`src/rtl/alu_seq_ctrl.sv`:
```
// Multi-cycle ALU controller: ADD/SUB single pass, MUL as an 8-step shift-add loop,
// all sharing one 8-bit add/sub datapath, with valid/ready request and result handshakes.
module add_sub_8_bit (
  input  logic [7:0] x,
  input  logic [7:0] y,
  input  logic       m,
  output logic [7:0] sum,
  output logic       c_out
);
  logic [8:0] total;

  // m=1 turns the adder into x - y via two's complement; c_out=1 then means no borrow
  assign total = 9'(x) + 9'(y ^ {8{m}}) + 9'(m);
  assign sum   = total[7:0];
  assign c_out = total[8];
endmodule

module alu_seq_ctrl #(
  parameter int unsigned W     = 8,
  parameter int unsigned CNT_W = 3
) (
  input  logic           clk,
  input  logic           rst,
  input  logic           start_valid,
  output logic           start_ready,
  input  logic [1:0]     op,
  input  logic [W-1:0]   a,
  input  logic [W-1:0]   b,
  output logic           res_valid,
  input  logic           res_ready,
  output logic [2*W-1:0] result,
  output logic           carry,
  output logic           err,
  output logic           busy
);
  localparam logic [1:0] OP_SUB = 2'b01;
  localparam logic [1:0] OP_MUL = 2'b10;
  localparam logic [1:0] OP_RSV = 2'b11;

  typedef enum logic [1:0] {S_IDLE, S_EXEC, S_MUL, S_DONE} state_t;

  state_t           state;
  logic [W-1:0]     a_r;
  logic [W-1:0]     b_r;
  logic [1:0]       op_r;
  logic [W-1:0]     acc;
  logic [W-1:0]     q;
  logic [CNT_W-1:0] cnt;

  logic [W-1:0]     add_x;
  logic [W-1:0]     add_y;
  logic             add_m;
  logic [W-1:0]     add_sum;
  logic             add_c;

  // Operand mux: EXEC uses captured operands, MUL adds the multiplicand to acc when q[0] is set
  always_comb begin
    add_x = a_r;
    add_y = b_r;
    if (state == S_MUL) begin
      add_x = acc;
      add_y = q[0] ? a_r : '0;
    end
  end

  assign add_m = (op_r == OP_SUB);

  add_sub_8_bit u_add (
    .x     (add_x),
    .y     (add_y),
    .m     (add_m),
    .sum   (add_sum),
    .c_out (add_c)
  );

  always_ff @(posedge clk or posedge rst) begin
    if (rst) begin
      state       <= S_IDLE;
      a_r         <= '0;
      b_r         <= '0;
      op_r        <= '0;
      acc         <= '0;
      q           <= '0;
      cnt         <= '0;
      start_ready <= 1'b1;
      res_valid   <= 1'b0;
      result      <= '0;
      carry       <= 1'b0;
      err         <= 1'b0;
      busy        <= 1'b0;
    end else begin
      case (state)
        S_IDLE: begin
          if (start_valid && start_ready) begin
            a_r         <= a;
            b_r         <= b;
            op_r        <= op;
            acc         <= '0;
            q           <= b;
            cnt         <= '0;
            start_ready <= 1'b0;
            busy        <= 1'b1;
            state       <= (op == OP_MUL) ? S_MUL : S_EXEC;
          end
        end
        S_EXEC: begin
          if (op_r == OP_RSV) begin
            result <= '0;
            carry  <= 1'b0;
            err    <= 1'b1;
          end else begin
            result <= {W'(0), add_sum};
            carry  <= add_c;
            err    <= 1'b0;
          end
          state <= S_DONE;
        end
        S_MUL: begin
          {acc, q} <= {add_c, add_sum, q[W-1:1]};
          cnt      <= cnt + CNT_W'(1);
          if (cnt == CNT_W'(W - 1)) begin
            result <= {add_c, add_sum, q[W-1:1]};
            carry  <= 1'b0;
            err    <= 1'b0;
            state  <= S_DONE;
          end
        end
        S_DONE: begin
          // Result lands one cycle before res_valid rises, then is held until taken
          if (!res_valid) begin
            res_valid <= 1'b1;
          end else if (res_ready) begin
            res_valid   <= 1'b0;
            busy        <= 1'b0;
            start_ready <= 1'b1;
            state       <= S_IDLE;
          end
        end
        default: state <= S_IDLE;
      endcase
    end
  end
endmodule

```
`config.mk`:
```
export PLATFORM = sky130hd
export DESIGN_NAME = alu_seq_ctrl
export DESIGN_NICKNAME = d
export VERILOG_FILES = /design/src/rtl/alu_seq_ctrl.sv
export SDC_FILE = /design/constraint.sdc
export NUM_CORES = 1
export LEC_CHECK = 0
export ABC_AREA = 1
export CORE_MARGIN = 1.5
export CORE_UTILIZATION = 45
export CTS_BUF_LIST = sky130_fd_sc_hd__clkbuf_16
export DETAILED_ROUTE_END_ITERATION = 8
export PLACE_DENSITY = 0.67
export SLEW_MARGIN = 20
export SYNTH_ARGS = -nofsm -noshare
export SYNTH_HDL_FRONTEND = slang
export SYNTH_SLANG_ARGS = --single-unit
```
`constraint.sdc`:
```
create_clock -name clk -period 3.1 [get_ports clk]
set_clock_uncertainty 0.1 [all_clocks]
set_input_delay 0.93 -clock clk [delete_from_list [all_inputs] [get_ports clk]]
set_output_delay 0.93 -clock clk [all_outputs]
set_load 0.005 [all_outputs]
```
==> flow_summary_export.csv <==
group,metric,value,unit
synthesis,seq_area_frac_synth,0.482,
critical_path,crit_chain,"inv_1 > ha_1 > buf_4 > o21ai_0 > ha_1 > nand2_1 > nand2_1 > a31oi_1 > xnor2_1 > and2_1 > nand2_1 > nand2_1",
synthesis,synth_cells,385,
clocking,cts_setup_buffers,0,
clocking,cts_tree,"yes",
power_and_ir_drop,leakagePower,0.00188,uW
clocking,cts.sinks,60,
power_and_ir_drop,power_density,1320,nW/um2
sta,setup_violations,0,
routing,first_pass_iters,4,
layout,final_nets,468,
critical_path,crit_type,"flip-flop to flip-flop",
floorplan,start_util,0.462,
clocking,numCtsBuffers,9,
synthesis,ys_ff_latch,60,
critical_path,critPathSlowestCell,"ha_1",
grt,track_usage,0.216,
routing,detail-route-antenna-nets,0,
layout,diodes,0,
sta,worst_slew_pin_slew,0.634,ns
critical_path,crit_arrival,2.96,ns
sta,tns,0,ns
critical_path,critical_path.most_common_cell,"nand2_1",
floorplan,fp.dieW,86.3,um
synthesis,yosys_warnings,0,
routing,wl_per_cell,14.0,um
grt,grt_pass1_wl,12300,um
critical_path,crit_buf_inv,2,
critical_path,crit_path_max_fanout,14,
sta,slew_violations,0,
critical_path,start_kind,"flip-flop",
run,max_cap_viol_count,0,
grt,antenna_found_initial,0,
placed_design,dp_hpwl,5270,um
floorplan,die_h,86.3,um
floorplan,coreArea,6760,um2
sta,rsz0062_at_grt,"no",
clocking,cts.path.max_buffers,2,
sta,min_period_over_period,0.904,
clocking,clk_latency,0.33,ns
layout,drive_gt1_frac,0.0665,
power_and_ir_drop,ir_worst_vdd,0.553,mV
sta,fmax,357,MHz
synthesis,synthDistinctLibCells,32,
critical_path,critPathTopFamily,"adder cells",
grt,grt_pass1_vias,2532,
synthesis,synth.cell_area,3120,um2
critical_path,slowest_delay,0.40,ns
grt,grt_start_max_net_pins,61,
grt,overflow,0,
sta,finalHoldViolations,0,
critical_path,crit_required,3.26,ns
placed_design,place.gp.congestion,0.870,
clocking,cts.clk_slew.worst_paths,0.05,ns
placed_design,place_inst,501,
clocking,root_buffer,"clkbuf_16",
routing,via_count,2585,
sta,period_needed,2.80,ns
floorplan,ioPinCount,43,
floorplan,rows,30,
synthesis,syn_nets,421,
status,outcome,"finished clean",
routing,drtIter0Drc,106,
layout,area_growth,24.9,%
routing,wl,7220,um
placed_design,io_buffers,42,
critical_path,endpoint_kind,"flip-flop",
layout,fin_cells,516,
routing,drc,0,
floorplan,fp.dieArea,7440,um2
layout,n_fill_cell,622,
min_path,hp-class,"flip-flop to flip-flop",
synthesis,syn_area_per_cell,8.10,um2
routing,viasPerCell,5.01,
clocking,htree_levels,3,
sta,slew_headroom,0.578,
[per-stage QoR]
step	setup slack (ns)	total power, uW	utilization	hold WS [ns]	instance area, um2
detailed placement	0.226	4290	0.539	0.366	3640
global route	0.0873	5660	0.576	0.397	3890
global placement	0.379	4260	0.539	0.361	3640
finish	0.297	5150	0.576	0.372	3890
CTS	0.205	5160	0.576	0.378	3890
floorplan	0.587	3440	-	0.342	3120
[worst min-delay path, delay by kind of cell (launching register included)]
family | cells | cell delay, ns
DFF | 1 | 0.33
and+or+nand+nor | 2 | 0.10
[registers in the layout, summed over array words and instances (netlist names)]
| signal | flops |
|---|---|
| b_r | 8 |
| result | 16 |
| acc | 8 |
| q | 8 |
| cnt | 3 |
| op_r | 2 |
| start_ready | 1 |
| a_r | 8 |
| state | 2 |
| err | 1 |
| res_valid | 1 |
| carry | 1 |
| busy | 1 |
[power breakdown]
| part | internal, uW | switching (uW) |
|---|---|---|
| logic | 1190 | 1840 |
| clock network | 519 | 317 |
| registers | 1130 | 158 |
| total | 2830 | 2320 |
[logic make-up (layout without fill, tap and decap cells)]
logic type                 after synthesis  count (layout)  synth area share
DFF                                     60              60             0.482
xor gates and xnor gates                12              12            0.0337
adders and majority gates               14              14            0.0586
buffers and inverters                   57             108            0.0754
and+or+nand+nor                        164             164             0.212
AOI/OAI and AO/OA                       78              78             0.138
[cells in the mapped netlist]
master / number / area share
o21bai_1: 1 / 0.0024
buf_1: 2 / 0.0024
ha_1: 13 / 0.052
o211ai_1: 1 / 0.0024
nand3b_1: 1 / 0.0024
dfstp_2: 1 / 0.0084
o21a_1: 2 / 0.0048
o22ai_1: 7 / 0.014
nand3_1: 14 / 0.022
nand2_1: 123 / 0.15
a21oi_1: 13 / 0.021
buf_2: 2 / 0.0032
o21ai_1: 4 / 0.0064
nor3_4: 1 / 0.0052
nor2_1: 20 / 0.024
nand4_1: 3 / 0.0060
clkbuf_1: 8 / 0.0096
buf_6: 2 / 0.0072
o21ai_0: 37 / 0.059
nand2_2: 1 / 0.0020
dfrtp_1: 59 / 0.47
inv_1: 39 / 0.047
fa_1: 1 / 0.0064
xor2_1: 3 / 0.0084
and2_1: 1 / 0.0020
o21ai_2: 1 / 0.0028
buf_4: 1 / 0.0024
a31oi_1: 10 / 0.020
inv_2: 3 / 0.0036
a21o_1: 1 / 0.0024
o221ai_1: 1 / 0.0028
xnor2_1: 9 / 0.025
[final timing paths]
path	from	end	slack (ns)	depth (start not counted)
worst max-delay path	state[0]	result[11]	0.30	12
worst min-delay path	result[8]	result[8]	0.37	2
worst max register to register	state[0]	result[11]	0.30	12
worst min register to register	result[8]	result[8]	0.37	2
max in group asynchronous	rst	start_ready	1.71	3
min in group asynchronous	rst	err	0.88	3
[metal layers]
| metal | global-route usage | share of wire |
|---|---|---|
| met1 | 0.319 | 0.51 |
| met2 | 0.314 | 0.43 |
| met3 | 0.0457 | 0.043 |
| met4 | 0.0748 | 0.015 |
| met5 | 0 | 0 |
[repair_timing]
action | 4_1_cts | 5_1_grt
gates resized for setup | 0 | 1
setup endpoints to repair | 0 | 1
hold buffers | 0 | 0
[cell type report]
class                      count  area, um2  share of cell area
clock inverter                 6       25.0             0.00642
timing repair buffer          51        500               0.128
clock buffer                   9        225              0.0578
tap                           80        100              0.0257
multi-input combinational    268       1380               0.355
inverter                      42        158              0.0405
sequential                    60       1500               0.386
[cells in the final DEF (no fill, tap or decap)]
cell type | Yosys | layout
nor2_1 | 20 | 20
o21a_1 | 2 | 2
nor3_4 | 1 | 1
buf_4 | 1 | 8
xnor2_1 | 9 | 9
o21ai_2 | 1 | 1
clkinv_1 | 0 | 2
nand2_1 | 123 | 122
o21ai_0 | 37 | 37
a21o_1 | 1 | 1
a21oi_1 | 13 | 13
o211ai_1 | 1 | 1
clkinv_2 | 0 | 2
inv_2 | 3 | 4
ha_1 | 13 | 13
a31oi_1 | 10 | 10
clkdlybuf4s50_1 | 0 | 42
buf_12 | 0 | 1
o21bai_1 | 1 | 1
xor2_1 | 3 | 3
dfstp_2 | 1 | 1
o22ai_1 | 7 | 7
fa_1 | 1 | 1
nand3b_1 | 1 | 1
nand2_2 | 1 | 2
nand3_1 | 14 | 14
nand4_1 | 3 | 3
o21ai_1 | 4 | 4
inv_1 | 39 | 40
and2_1 | 1 | 1
o221ai_1 | 1 | 1
dfrtp_1 | 59 | 59
clkbuf_16 | 0 | 9
Note: power is estimated with default switching activity, not from simulation.
